[config.mk]
export PLATFORM = sky130hd
export DESIGN_NAME = sm83_zero_detect_seq
export DESIGN_NICKNAME = d
export VERILOG_FILES = /design/src/rtl/sm83_zero_detect_seq.sv
export SDC_FILE = /design/constraint.sdc
export NUM_CORES = 1
export LEC_CHECK = 0
export CORE_MARGIN = 1.5
export CORE_UTILIZATION = 25
export DETAILED_ROUTE_END_ITERATION = 16
export PLACE_DENSITY = 0.46
export SLEW_MARGIN = 20
export SYNTH_ARGS = -nofsm -noshare
export SYNTH_HDL_FRONTEND = slang
export SYNTH_SLANG_ARGS = --single-unit
[constraint.sdc]
create_clock -name clk -period 3.24 [get_ports clk]
set_input_delay 0.324 -clock clk [delete_from_list [all_inputs] [get_ports clk]]
set_output_delay 0.324 -clock clk [all_outputs]
set_load 0.02 [all_outputs]
[src/rtl/sm83_zero_detect_seq.sv]
// ---------------------------------------------------------------------------
// sm83_zero_detect_seq
//
// Multi-cycle zero / all-ones detector for the SM83 ALU flag path. An ALU
// result arrives as a stream of CHUNK_W-bit slices, least-significant first
// (two nibbles for an 8-bit result, four for a 16-bit result). One registered
// Z flag is produced per operation together with a one-cycle done pulse.
//
// Ports:
//   clk          in   system clock, rising edge
//   reset        in   asynchronous, active-high reset
//   start        in   begin an operation (honoured in IDLE and DONE only)
//   nchunks      in   slices in this operation, sampled with start
//   mode         in   0 = zero detect, 1 = all-ones detect, sampled with start
//   abort        in   cancel the operation in progress (ACCUM only)
//   chunk_valid  in   chunk carries a valid slice this cycle
//   chunk        in   result slice
//   busy         out  high while accumulating slices
//   done         out  one-cycle pulse, z is valid alongside it
//   z            out  flag result, held until the next done
//   chunk_idx    out  slices accepted so far in the current operation
//   dbg_state    out  current FSM state encoding (IDLE=0, ACCUM=1, DONE=2)
//
// Handshake: a slice is consumed on every rising edge where the FSM is in
// ACCUM, chunk_valid is high and abort is low. There is no back-pressure;
// the producer may insert gaps by lowering chunk_valid.
// ---------------------------------------------------------------------------
module sm83_zero_detect_seq #(
    parameter int CHUNK_W    = 4,
    parameter int MAX_CHUNKS = 4,
    parameter int CNT_W      = $clog2(MAX_CHUNKS + 1)
) (
    input  logic               clk,
    input  logic               reset,
    input  logic               start,
    input  logic [CNT_W-1:0]   nchunks,
    input  logic               mode,
    input  logic               abort,
    input  logic               chunk_valid,
    input  logic [CHUNK_W-1:0] chunk,
    output logic               busy,
    output logic               done,
    output logic               z,
    output logic [CNT_W-1:0]   chunk_idx,
    output logic [1:0]         dbg_state
);

    typedef enum logic [1:0] {
        ST_IDLE  = 2'd0,
        ST_ACCUM = 2'd1,
        ST_DONE  = 2'd2
    } state_t;

    state_t             state_q, state_d;
    logic               acc_q, acc_d;
    logic [CNT_W-1:0]   idx_q, idx_d;
    logic [CNT_W-1:0]   cnt_q, cnt_d;
    logic               mode_q, mode_d;
    logic               z_q, z_d;
    logic               busy_q, busy_d;
    logic               done_q, done_d;

    logic               match;
    logic [CNT_W-1:0]   ncl;

    // ------------------------------------------------------------------
    // State register
    // ------------------------------------------------------------------
    always_ff @(posedge clk or posedge reset) begin
        if (reset) begin
            state_q <= ST_IDLE;
            acc_q   <= 1'b1;
            idx_q   <= '0;
            cnt_q   <= '0;
            mode_q  <= 1'b0;
            z_q     <= 1'b0;
            busy_q  <= 1'b0;
            done_q  <= 1'b0;
        end else begin
            state_q <= state_d;
            acc_q   <= acc_d;
            idx_q   <= idx_d;
            cnt_q   <= cnt_d;
            mode_q  <= mode_d;
            z_q     <= z_d;
            busy_q  <= busy_d;
            done_q  <= done_d;
        end
    end

    // ------------------------------------------------------------------
    // Next-state logic
    // ------------------------------------------------------------------
    always_comb begin
        state_d = state_q;
        acc_d   = acc_q;
        idx_d   = idx_q;
        cnt_d   = cnt_q;
        mode_d  = mode_q;
        z_d     = z_q;

        // Slice match uses the mode latched at start, not the live input.
        match = mode_q ? (chunk == {CHUNK_W{1'b1}}) : (chunk == {CHUNK_W{1'b0}});

        // Oversized requests are clamped to the largest supported result.
        ncl = (nchunks > CNT_W'(MAX_CHUNKS)) ? CNT_W'(MAX_CHUNKS) : nchunks;

        case (state_q)
            ST_IDLE, ST_DONE: begin
                if (start) begin
                    cnt_d  = ncl;
                    mode_d = mode;
                    acc_d  = 1'b1;
                    idx_d  = '0;
                    if (ncl == '0) begin
                        // Empty result: vacuously matches in either mode.
                        state_d = ST_DONE;
                        z_d     = 1'b1;
                    end else begin
                        state_d = ST_ACCUM;
                    end
                end else begin
                    state_d = ST_IDLE;
                end
            end
            ST_ACCUM: begin
                if (abort) begin
                    state_d = ST_IDLE;
                    idx_d   = '0;
                end else if (chunk_valid) begin
                    acc_d = acc_q & match;
                    idx_d = idx_q + CNT_W'(1);
                    if (idx_d == cnt_q) begin
                        state_d = ST_DONE;
                        z_d     = acc_q & match;
                    end
                end
            end
            default: begin
                state_d = ST_IDLE;
            end
        endcase

        busy_d = (state_d == ST_ACCUM);
        done_d = (state_d == ST_DONE);
    end

    assign busy      = busy_q;
    assign done      = done_q;
    assign z         = z_q;
    assign chunk_idx = idx_q;
    assign dbg_state = state_q;

endmodule

-- After elaboration in Yosys (flattened, before gate mapping)
Cells that the tools add are included.
- $lt $le $gt $ge: 1
- add/sub/neg operators: 1
- eq/ne operators: 12
- reduce and logical (&&, ||, !) cells: 9
- multiplexer cells: 22
- bitwise gates (word level): 1
- operators with widths (operator ; number):
    3-bit 2-to-1 mux ; 4
    2-bit 2-to-1 mux ; 5
    2-bit inequality test, second input constant ; 5
    1-bit 2-to-1 mux ; 9
    3-bit one-hot mux with 2 select lines ; 1
    6-bit AND reduction ; 1
    2-bit by 1-bit == test with 1-bit output, second input constant ; 2
    2-bit == test, second input constant ; 2
    4-bit == test, second input constant ; 1
    4-bit logical NOT ; 1
    1-bit one-hot mux with 2 select lines ; 2
    2-bit one-hot mux with 2 select lines ; 1
    4-bit AND reduction ; 1
    3-bit by 1-bit adder with 3-bit output, second input constant ; 1
    3-bit == test ; 1
    3-bit greater-than comparator, second input constant ; 1
    3-bit logical NOT ; 1
    3-bit inequality test, second input constant ; 1
    3-bit AND reduction ; 1
    2-bit logical NOT ; 1
    2-bit AND reduction ; 1
    2-bit nonzero test ; 1
    2-bit OR reduction ; 1
    1-bit bitwise AND ; 1
- output and inout port bits: 8
- word-level logic and storage cells: 54
- input port bits: 13
- bits in registers: 13

-- Longest topological paths before layout
Gate-level depths: netlist (run 1).
- depth in word-level cells: 7
- mapped depth: 5
- depth with buffers taken out: 5

-- Worst setup path before layout (run 1)
No wires, ideal clock.
- kind: register -> register
- start: reg idx_q[0], in the netlist chunk_idx[0]
- end: reg busy_q, in the netlist busy
- stages on the path, launching flop included: 6
- arrival time: 1.544 ns
- library setup time: 0.135 ns
- data required time: 3.105 ns
- slack: 1.561 ns
- buffers on the path: 0
- clock period less this slack: 1.679 ns
- cell sequence: dfrtp_1 ha_1 xor3_1 nor3_2 a211o_2 o21ai_0
- cells in the longest elaborated chain, start to end: 7
- ends and longest elaborated chain (element ; RTL line ; text):
    start, declared ; 56 ; logic [CNT_W-1:0] idx_q, idx_d;
    start signal, assigned ; 82 ; idx_q <= idx_d;
    3-bit by 1-bit adder with 3-bit output ; 132 ; idx_d = idx_q + CNT_W'(1);
    3-bit == test ; 133 ; if (idx_d == cnt_q) begin
    2-bit 2-to-1 mux ; 133 ;
    2-bit 2-to-1 mux ; 130 ; end else if (chunk_valid) begin
    2-bit 2-to-1 mux ; 127 ; if (abort) begin
    2-bit one-hot mux with 2 select lines ; 108 ; case (state_q)
    2-bit by 1-bit == test with 1-bit output ; 144 ; busy_d = (state_d == ST_ACCUM);
    named net busy_d ; 60 ; logic busy_q, busy_d;
    end signal, assigned ; 86 ; busy_q <= busy_d;
    end, declared ; 60 ;
The timed path passes the listed nets, and every way through them passes these cells.
A chain may end at the register's enable or synchronous reset.

-- Worst setup path after layout (run 1)
- start: reg idx_q[0], in the netlist chunk_idx[0]
- end: reg state_q[0], in the netlist dbg_state[0]
- cells in the longest elaborated chain, start to end: 6
- ends and longest elaborated chain (element ; RTL line ; text):
    3-bit by 1-bit adder with 3-bit output ; 132 ;
    3-bit == test ; 133 ;
    2-bit 2-to-1 mux ; 133 ;
    2-bit 2-to-1 mux ; 130 ;
    2-bit 2-to-1 mux ; 127 ;
    2-bit one-hot mux with 2 select lines ; 108 ;
    named net state_d[0] ; 54 ; state_t state_q, state_d;
    end signal, assigned ; 80 ; state_q <= state_d;
    end, declared ; 54 ;
The timed path passes the listed nets, and every way through them passes these cells.

==> flow_summary.toml, run 1 <==
[status]
status = "completed"

[synthesis]
yosysWarnings = 0
synth.distinct_cells = 26
syn_nets = 74
yosys_register_bits = 13
synth.top_cell.area_share_pct = 47.6
syn_inst = 60
yosysSeqAreaShare_pct = 51.8
synth_top_area_cell = "dfrtp_1"
yosys-top-cells-area = "dfrtp_1, nand2_1, o21ai_0"
synth_area_um2 = 631
avgSynthCellArea_um2 = 10.5

[sta]
fin_hold_ws_ps = 395
rsz0062_at_grt = "false"
finalHoldViolCount = 0
fin_setup_tns_ps = 0
setup_viol = 0
fin_crit_ps = 1660
max_freq_mhz = 602
fin_worst_skew_ps = 2.90
fin_crit_sh_pct = 51.3
relSlewSlack_pct = 64.6
tightest_slew_ps = 530
slew_violations = 0

[setup_path]
startpoint = "chunk_idx[0]$_DFFE_PP0P_"
crit_path_start_kind = "flop"
crit_type = "flop to flop"
reg2regPathDepth = 5
ff2ff_setup_slack_ps = 1580
critPathRequiredTime_ps = 3380
timing.rr.start = "chunk_idx[0]$_DFFE_PP0P_"
r2r-end = "dbg_state[0]$_DFF_PP0_"
endpoint = "dbg_state[0]$_DFF_PP0_"
cp.arrival_ps = 1800
end_kind = "flop"
path_max_fanout = 4

[detailed_routing]
wl_mm = 1.23
ant_nets = 0
drtIter0Drc = 11
wl_per_cell_um = 10.8
vias = 495
drt-pass1-iter-count = 4
vias_per_cell = 4.38
drcViolationCount = 0

[cells_and_area]
nNetsFinal = 98
ff_latch_area_um2 = 327
drive_above_1_share_pct = 12.0
final_area_um2 = 891
multiInputGateArea_um2 = 297
area_growth_pct = 41.3
num-fill-cells = 251
antennaDiodeCount = 0

[placed_design]
dpl_cell_area_um2 = 865
port-buffer-count = 20
dpl.hpwl_um = 987
gp_congestion = 0.656

[grt]
antenna_found_initial = 0
grt_pass1_vias = 477
grt_pass1_wl_mm = 2.03
grt_start_max_net_pins = 14
globalRoute.totalOverflow = 0
grtUsageTotal_pct = 10.3

[clock_network]
numCtsBuffers = 3
cts_root_buf = "clkbuf_4"
clock_path_buffers = 2
insertion_delay_ps = 260
h-tree-depth = 1
clk_pin_slew_ps = 80
cts_tree = "built"
hold_buffers = 0
cts_setup_buffers = 0
cts_resized = 0
cts.sinks = 13

[min_path]
min-delay-path-class = "input port to asynchronous set/reset pin"

[pwr]
p_clk_share_pct = 20.1
internal_power_w = 0.000329
leakagePower_nw = 0.400
cellPowerDensity_mw_per_mm2 = 538
p_sw_w = 0.000150
pwr-share-comb_pct = 33.8
ir_worst_vdd_mv = 0.188
switching_share_pct = 31.4
seqPwrFrac_pct = 46.0

[floorplanning]
die_h_um = 53.2
die_area_mm2 = 0.00283
core_area_mm2 = 0.00243
initial_utilization_pct = 25.9
rows = 18
die_x_um = 53.2
io_pins = 21

[job]
drv_cap = 0
-- layout make-up --
cell class,count,share of cell area [%]
inverter,1,0.421
clock buffer,4,2.95
tap,30,4.21
multi-input combinational,45,33.3
timing repair buffer,20,22.5
sequential,13,36.7
-- synth_stat cells --
master    count
or4_1         1
nor2_1        1
nor3_1        2
nand2_2       1
nand2_1      13
mux2i_1       2
xor2_1        1
xor3_1        1
a21oi_1       2
a22o_1        1
dfrtp_1      12
xnor2_1       1
clkbuf_1      1
o21ai_0       6
dfstp_2       1
ha_1          1
and2b_2       1
nor2b_1       1
a211o_2       1
nand4_1       1
inv_1         1
nor3_2        1
mux2_2        1
and4bb_2      1
o21a_1        1
nand2b_1      4
-- power groups by stage --
stage | Sequential [W] | Clock (W) | Combinational, W
6_report | 0.000221 | 0.0000965 | 0.000162
5_1_grt | 0.000227 | 0.000111 | 0.000178
4_1_cts | 0.000222 | 0.000102 | 0.000165
3_5_place_dp | 0.000225 | 0 | 0.000164
3_3_place_gp | 0.000224 | 0 | 0.000164
2_1_floorplan | 0.000242 | 0 | 0.0000759
-- metal layers --
metal  vias up  part of all wire [%]  GRT usage, %
li1        256                     -             -
met1       223                    50          13.2
met2        14                    43          15.0
met3         2                   5.6          1.98
met4         0                   1.5          7.69
met5         -                     0             0
-- critical path, cell delays in order (launching register included) --
cell and delay, ps:
dfrtp_1 410, ha_1 210, xor3_1 430, nor3_2 240, a211o_2 170, o21ai_0 70
-- worst min-delay path by stage --
stage               slack, ps                endpoint                from  cells past startpoint
floorplan                 200          busy$_DFF_PP0_               reset                      1
global placement          490       acc_q$_DFFE_PP1P_   acc_q$_DFFE_PP1P_                      2
detailed placement        490      mode_q$_DFFE_PP0P_  mode_q$_DFFE_PP0P_                      2
CTS                       410    cnt_q[1]$_DFFE_PP0P_               reset                      2
global route              430    cnt_q[1]$_DFFE_PP0P_               reset                      2
finish                    400  dbg_state[0]$_DFF_PP0_               reset                      2
-- cell families (layout without fill, tap and decap cells) --
family | Yosys count | after routing | share of synthesized area (%)
buffers and inverters | 2 | 25 | 1.19
adder cells (fa/ha/maj) | 1 | 1 | 1.98
AND/OR/NAND/NOR | 27 | 27 | 23.0
AO/OA/AOI/OAI | 11 | 11 | 10.5
multiplexers | 3 | 3 | 4.96
XOR/XNOR | 3 | 3 | 6.55
flip-flops | 13 | 13 | 51.8
-- registers in the layout (all words and copies together) (netlist names) --
signal,count
chunk_idx,3
cnt_q,3
dbg_state,2
acc_q,1
busy,1
done,1
mode_q,1
z,1
-- layout by cell type, fill, tap and decap left out --
master           synthesis  final
a211o_2                  1      1
a21oi_1                  2      2
xor2_1                   1      1
clkbuf_1                 1      1
nand2_1                 13     13
o21a_1                   1      1
clkbuf_4                 0      3
dfstp_2                  1      1
nor3_1                   2      2
nand2_2                  1      1
inv_1                    1      1
mux2_2                   1      1
and4bb_2                 1      1
a22o_1                   1      1
o21ai_0                  6      6
or4_1                    1      1
nand4_1                  1      1
nor3_2                   1      1
and2b_2                  1      1
xor3_1                   1      1
nor2_1                   1      1
mux2i_1                  2      2
clkdlybuf4s50_1          0     20
dfrtp_1                 12     12
ha_1                     1      1
nand2b_1                 4      4
xnor2_1                  1      1
nor2b_1                  1      1
-- per-stage QoR --
step	total power, W	util [%]	instances	setup WS, ps
2_1_floorplan	0.000318	-	60	1560
3_3_place_gp	0.000389	35.5	109	1550
3_5_place_dp	0.000389	35.5	109	1530
4_1_cts	0.000489	36.6	113	1580
5_1_grt	0.000516	36.6	113	1460
6_report	0.000479	36.6	113	1580
No activity file was read; power rests on OpenSTA's default activity.
==> inputs of run 2 (changes only) <==
- clock period: 3.24 -> 1.65 ns (I/O delays scaled with it)
==> run 2 against run 1 <==
Effect of this change:
- sequential power rose by 95%
- clock skew fell by 0.80 ps
- flip-flop and latch count did not move
- maximum frequency rose by 7.1%
- combinational power rose by 110%
- first-iteration DRC count fell by 64%
- final cell count rose by 1.8%
- sequential share of layout area fell by 0.52 points
- critical path depth did not move
- final area rose by 1.8%
- routed wire length rose by 2.8%
- largest power group unchanged
- highest routed layer unchanged
==> flow_summary.toml, run 2 (same netlist as run 1, synthesis figures left out) <==
[floorplanning]
io_pins = 21
die_h_um = 53.2
rows = 18
core_area_mm2 = 0.00243
initial_utilization_pct = 25.9
die_area_mm2 = 0.00283
die_x_um = 53.2

[clock_network]
cts_resized = 0
cts_root_buf = "clkbuf_4"
cts_setup_buffers = 0
cts_tree = "built"
clock_path_buffers = 2
hold_buffers = 0
numCtsBuffers = 3
clk_pin_slew_ps = 90
cts.sinks = 13
insertion_delay_ps = 270
h-tree-depth = 1

[cells_and_area]
num-fill-cells = 247
final_common_cell = "clkdlybuf4s50_1"
nNetsFinal = 100
area_growth_pct = 43.8
drive_above_1_share_pct = 15.3
antennaDiodeCount = 0
final_cell_mix = "clkdlybuf4s50_1, nand2_1, dfrtp_1"

[pwr]
finalPower_w = 0.000972
leakagePower_nw = 0.407
cellPowerDensity_mw_per_mm2 = 1070
ir_worst_vdd_mv = 0.401

[grt]
grtUsageTotal_pct = 10.9
grt_start_max_net_pins = 14
antenna_found_initial = 0
globalRoute.totalOverflow = 0
grt_pass1_wl_mm = 2.17
grt_pass1_vias = 494

[detailed_routing]
drt-pass1-iter-count = 3
wl_mm = 1.26
wl_per_cell_um = 11.0
drcViolationCount = 0
vias = 513
drtIter0Drc = 4
vias_per_cell = 4.46
ant_nets = 0

[setup_path]
crit_path_start_kind = "flop"
cpLargestDelayFamily = "compound AO/OA/AOI/OAI gates"
cp.arrival_ps = 1750
crit_path_cell_trace = "ha_1, xor3_1, nor3_2, a211o_2, o21ai_0"
cp_num_buf_inv = 0
end_kind = "flop"
crit_type = "flop to flop"
max_stage_delay_ps = 410
critical-path-slowest-cell = "dfrtp_2"
critPathRequiredTime_ps = 1850
path_max_fanout = 3

[sta]
slew_violations = 0
setup_viol = 0
tightest_slew_ps = 496
max_freq_mhz = 645
relSlewSlack_pct = 66.9
finalHoldViolCount = 0
fin_crit_sh_pct = 94.0
fin_hold_ws_ps = 205
rsz0062_at_grt = "false"
fin_setup_tns_ps = 0
fin_worst_skew_ps = 2.09
fin_crit_ps = 1550

[placed_design]
gp_congestion = 0.669
port-buffer-count = 20
dpl.hpwl_um = 995

[min_path]
min-delay-path-class = "input port to asynchronous set/reset pin"

[job]
drv_cap = 0

[status]
status = "completed"
[run 2: power breakdown]
part / leakage (nW) / internal, W / switching (W)
sequential: 0.163 / 0.000389 / 0.0000416
combinational: 0.228 / 0.000177 / 0.000160
clock: 0.0150 / 0.0000937 / 0.000111
[run 2: path summary, 6_finish.rpt]
check                                         startpoint                        to  slack [ps]  depth (start not counted)
min in group clk                                    mode        mode_q$_DFFE_PP0P_         430                          3
worst max-delay path            chunk_idx[0]$_DFFE_PP0P_            busy$_DFF_PP0_         100                          5
worst min register to register         acc_q$_DFFE_PP1P_         acc_q$_DFFE_PP1P_         500                          2
max in group asynchronous                          reset  chunk_idx[0]$_DFFE_PP0P_        1080                          2
worst max register to register  chunk_idx[0]$_DFFE_PP0P_            busy$_DFF_PP0_         100                          5
worst min-delay path                               reset        mode_q$_DFFE_PP0P_         200                          2
[run 2: final cells by class]
| cell class | instances | area, µm² | area share (%) |
|---|---|---|---|
| multi-input cells | 45 | 297 | 32.7 |
| clock buffers | 4 | 26.3 | 2.90 |
| inverters | 1 | 3.75 | 0.414 |
| repair buffers | 22 | 215 | 23.7 |
| well taps | 30 | 37.5 | 4.14 |
| flip-flops and latches | 13 | 328 | 36.1 |
[run 2: per-layer routing]
metal	vias to the layer above	global-route usage (%)	share of wire [%]
met5	-	0	0
met4	0	10.3	2.1
met3	2	0.847	4.8
met2	13	16.0	46
met1	240	13.9	47
li1	258	-	-
[run 2: worst reg2reg max path: cells and delay by family (launching register included)]
kind | cells | cell delay, ps
AO/OA/AOI/OAI | 2 | 410
XOR/XNOR | 1 | 390
AND/OR/NAND/NOR | 1 | 50
adder cells (fa/ha/maj) | 1 | 220
flip-flops | 1 | 410
[run 2: stage by stage]
stage / util, % / setup slack (ps) / instances / area [µm²]
6_report: 37.3 / 99.5 / 115 / 907
5_1_grt: 37.3 / 8.66 / 115 / 907
4_1_cts: 37.3 / 30.4 / 115 / 907
3_5_place_dp: 36.2 / 44.5 / 111 / 881
3_3_place_gp: 36.2 / 84.5 / 111 / 881
2_1_floorplan: - / 13.7 / 60 / 632
==> inputs of run 3 (changes only) <==
- CORE_MARGIN: 1.5 -> 2
==> run 3 against run 2 <==
Effect of this change:
- final area increased by 0.83%
- maximum frequency about the same
- sequential power hardly changed
- via count did not move
- clock power shrank 2%
- flip-flop and latch count unchanged
- routed wire length shrank 1.3%
- register-to-register slack about the same
- non-clock buffer count up 1
- combinational power about the same
- worst hold slack barely moved
- critical path type unchanged
- critical endpoint unchanged
==> flow_summary.toml, run 3 (same netlist as run 1, synthesis figures left out) <==
[sta]
fin_worst_skew_ps = 5.37
fin_hold_ws_ps = 205
fin_crit_sh_pct = 94.0
slew_violations = 0
rsz0062_at_grt = "false"
setup_viol = 0
worst_slack_ps = 98.7
fin_crit_ps = 1550
fin_setup_tns_ps = 0
finalHoldViolCount = 0
max_freq_mhz = 645
relSlewSlack_pct = 66.7
tightest_slew_ps = 499

[cells_and_area]
multiInputGateArea_um2 = 297
ff_latch_area_um2 = 328
area_growth_pct = 45.0
drive_above_1_share_pct = 16.3
final_common_cell = "clkdlybuf4s50_1"
nNetsFinal = 101
num-fill-cells = 251
antennaDiodeCount = 0
final-instance-count-excl-fill = 116
final_cell_mix = "clkdlybuf4s50_1, nand2_1, dfrtp_1"

[floorplanning]
initial_utilization_pct = 25.9
io_pins = 21
core_area_mm2 = 0.00243
rows = 18
die_area_mm2 = 0.00294
die_x_um = 54.2
die_h_um = 54.2

[placed_design]
gp_congestion = 0.649
pre_cts_ws_ps = 42.2
placed_cells = 112
dpl.hpwl_mm = 1.01
port-buffer-count = 20

[clock_network]
hold_buffers = 0
cts_tree = "built"
insertion_delay_ps = 280
numCtsBuffers = 3
cts_setup_buffers = 0
cts.sinks = 13
clk_pin_slew_ps = 80
cts_root_buf = "clkbuf_4"
clock_path_buffers = 2
cts_resized = 0
h-tree-depth = 1

[pwr]
finalPower_w = 0.000969
p_sw_w = 0.000308
seqPwrFrac_pct = 44.3
internal_power_w = 0.000661
leakagePower_nw = 0.412
p_clk_share_pct = 20.6
cellPowerDensity_mw_per_mm2 = 1060
pwr-share-comb_pct = 35.1
ir_worst_vdd_mv = 0.365
switching_share_pct = 31.8

[status]
status = "completed"

[grt]
globalRoute.totalOverflow = 0
grt_start_max_net_pins = 14
grt_pass1_vias = 486
grtUsageTotal_pct = 11.0
antenna_found_initial = 0
grt_pass1_wl_mm = 2.21

[setup_path]
timing.rr.start = "chunk_idx[0]$_DFFE_PP0P_"
ff2ff_setup_slack_ps = 100
cp.arrival_ps = 1760
r2r-end = "busy$_DFF_PP0_"
critPathRequiredTime_ps = 1860
crit_type = "flop to flop"
crit_path_start_kind = "flop"
end_kind = "flop"
path_max_fanout = 3
reg2regPathDepth = 5

[detailed_routing]
wl_mm = 1.24
drcViolationCount = 0
vias = 513
vias_per_cell = 4.42
ant_nets = 0
wl_per_cell_um = 10.7
drt-pass1-iter-count = 2
drtIter0Drc = 2

[min_path]
min-delay-path-class = "input port to asynchronous set/reset pin"

[job]
drv_cap = 0
[run 3: changes by cell type in the layout (fill, tap and decap cells not counted)]
cell   previous run  this run
buf_4             2         3
[run 3: area by class of cell]
class,count,share of cell area [%]
multi-input cells,45,32.4
well taps,30,4.10
inverters,1,0.410
flip-flops and latches,13,35.8
clock buffers,4,2.87
repair buffers,23,24.4
[run 3: stage by stage]
| stage | cell area, µm² | util (%) |
|---|---|---|
| after global routing | 915 | 37.6 |
| after global placement | 888 | 36.5 |
| final | 915 | 37.6 |
| after floorplan | 632 | - |
| after CTS | 915 | 37.6 |
| after detailed placement | 888 | 36.5 |
[run 3: worst max-delay path by stage]
stage	slack [ps]	depth (start not counted)	startpoint	end
after floorplan	10	5	chunk_idx[1]$_DFFE_PP0P_	busy$_DFF_PP0_
after global placement	80	5	chunk_idx[0]$_DFFE_PP0P_	dbg_state[0]$_DFF_PP0_
after detailed placement	40	5	chunk_idx[0]$_DFFE_PP0P_	busy$_DFF_PP0_
after CTS	30	5	chunk_idx[0]$_DFFE_PP0P_	busy$_DFF_PP0_
after global routing	20	5	chunk_idx[1]$_DFFE_PP0P_	z$_DFFE_PP0P_
final	100	5	chunk_idx[0]$_DFFE_PP0P_	busy$_DFF_PP0_
[run 3: worst max-delay path, cell delays in order, from the launching register on]
cell and delay, ps:
dfrtp_2 410, ha_1 210, xor3_1 390, nor3_2 60, a211o_2 340, o21ai_0 70
[run 3: power by group through the flow]
| stage | clock network [W] | registers [W] | logic [W] |
|---|---|---|---|
| after floorplan | 0 | 0.000477 | 0.000149 |
| after global placement | 0 | 0.000437 | 0.000343 |
| after detailed placement | 0 | 0.000438 | 0.000344 |
| after CTS | 0.000206 | 0.000431 | 0.000346 |
| after global routing | 0.000230 | 0.000440 | 0.000374 |
| final | 0.000200 | 0.000429 | 0.000340 |
[run 3: layer usage]
layer  vias to the layer above  wire length (µm)  global-route usage, %
met5                         -                 0                      0
met4                         0                44                   10.0
met3                         4                79                   1.91
met2                        15               534                   15.5
met1                       232               584                   14.2
li1                        262                 -                      -
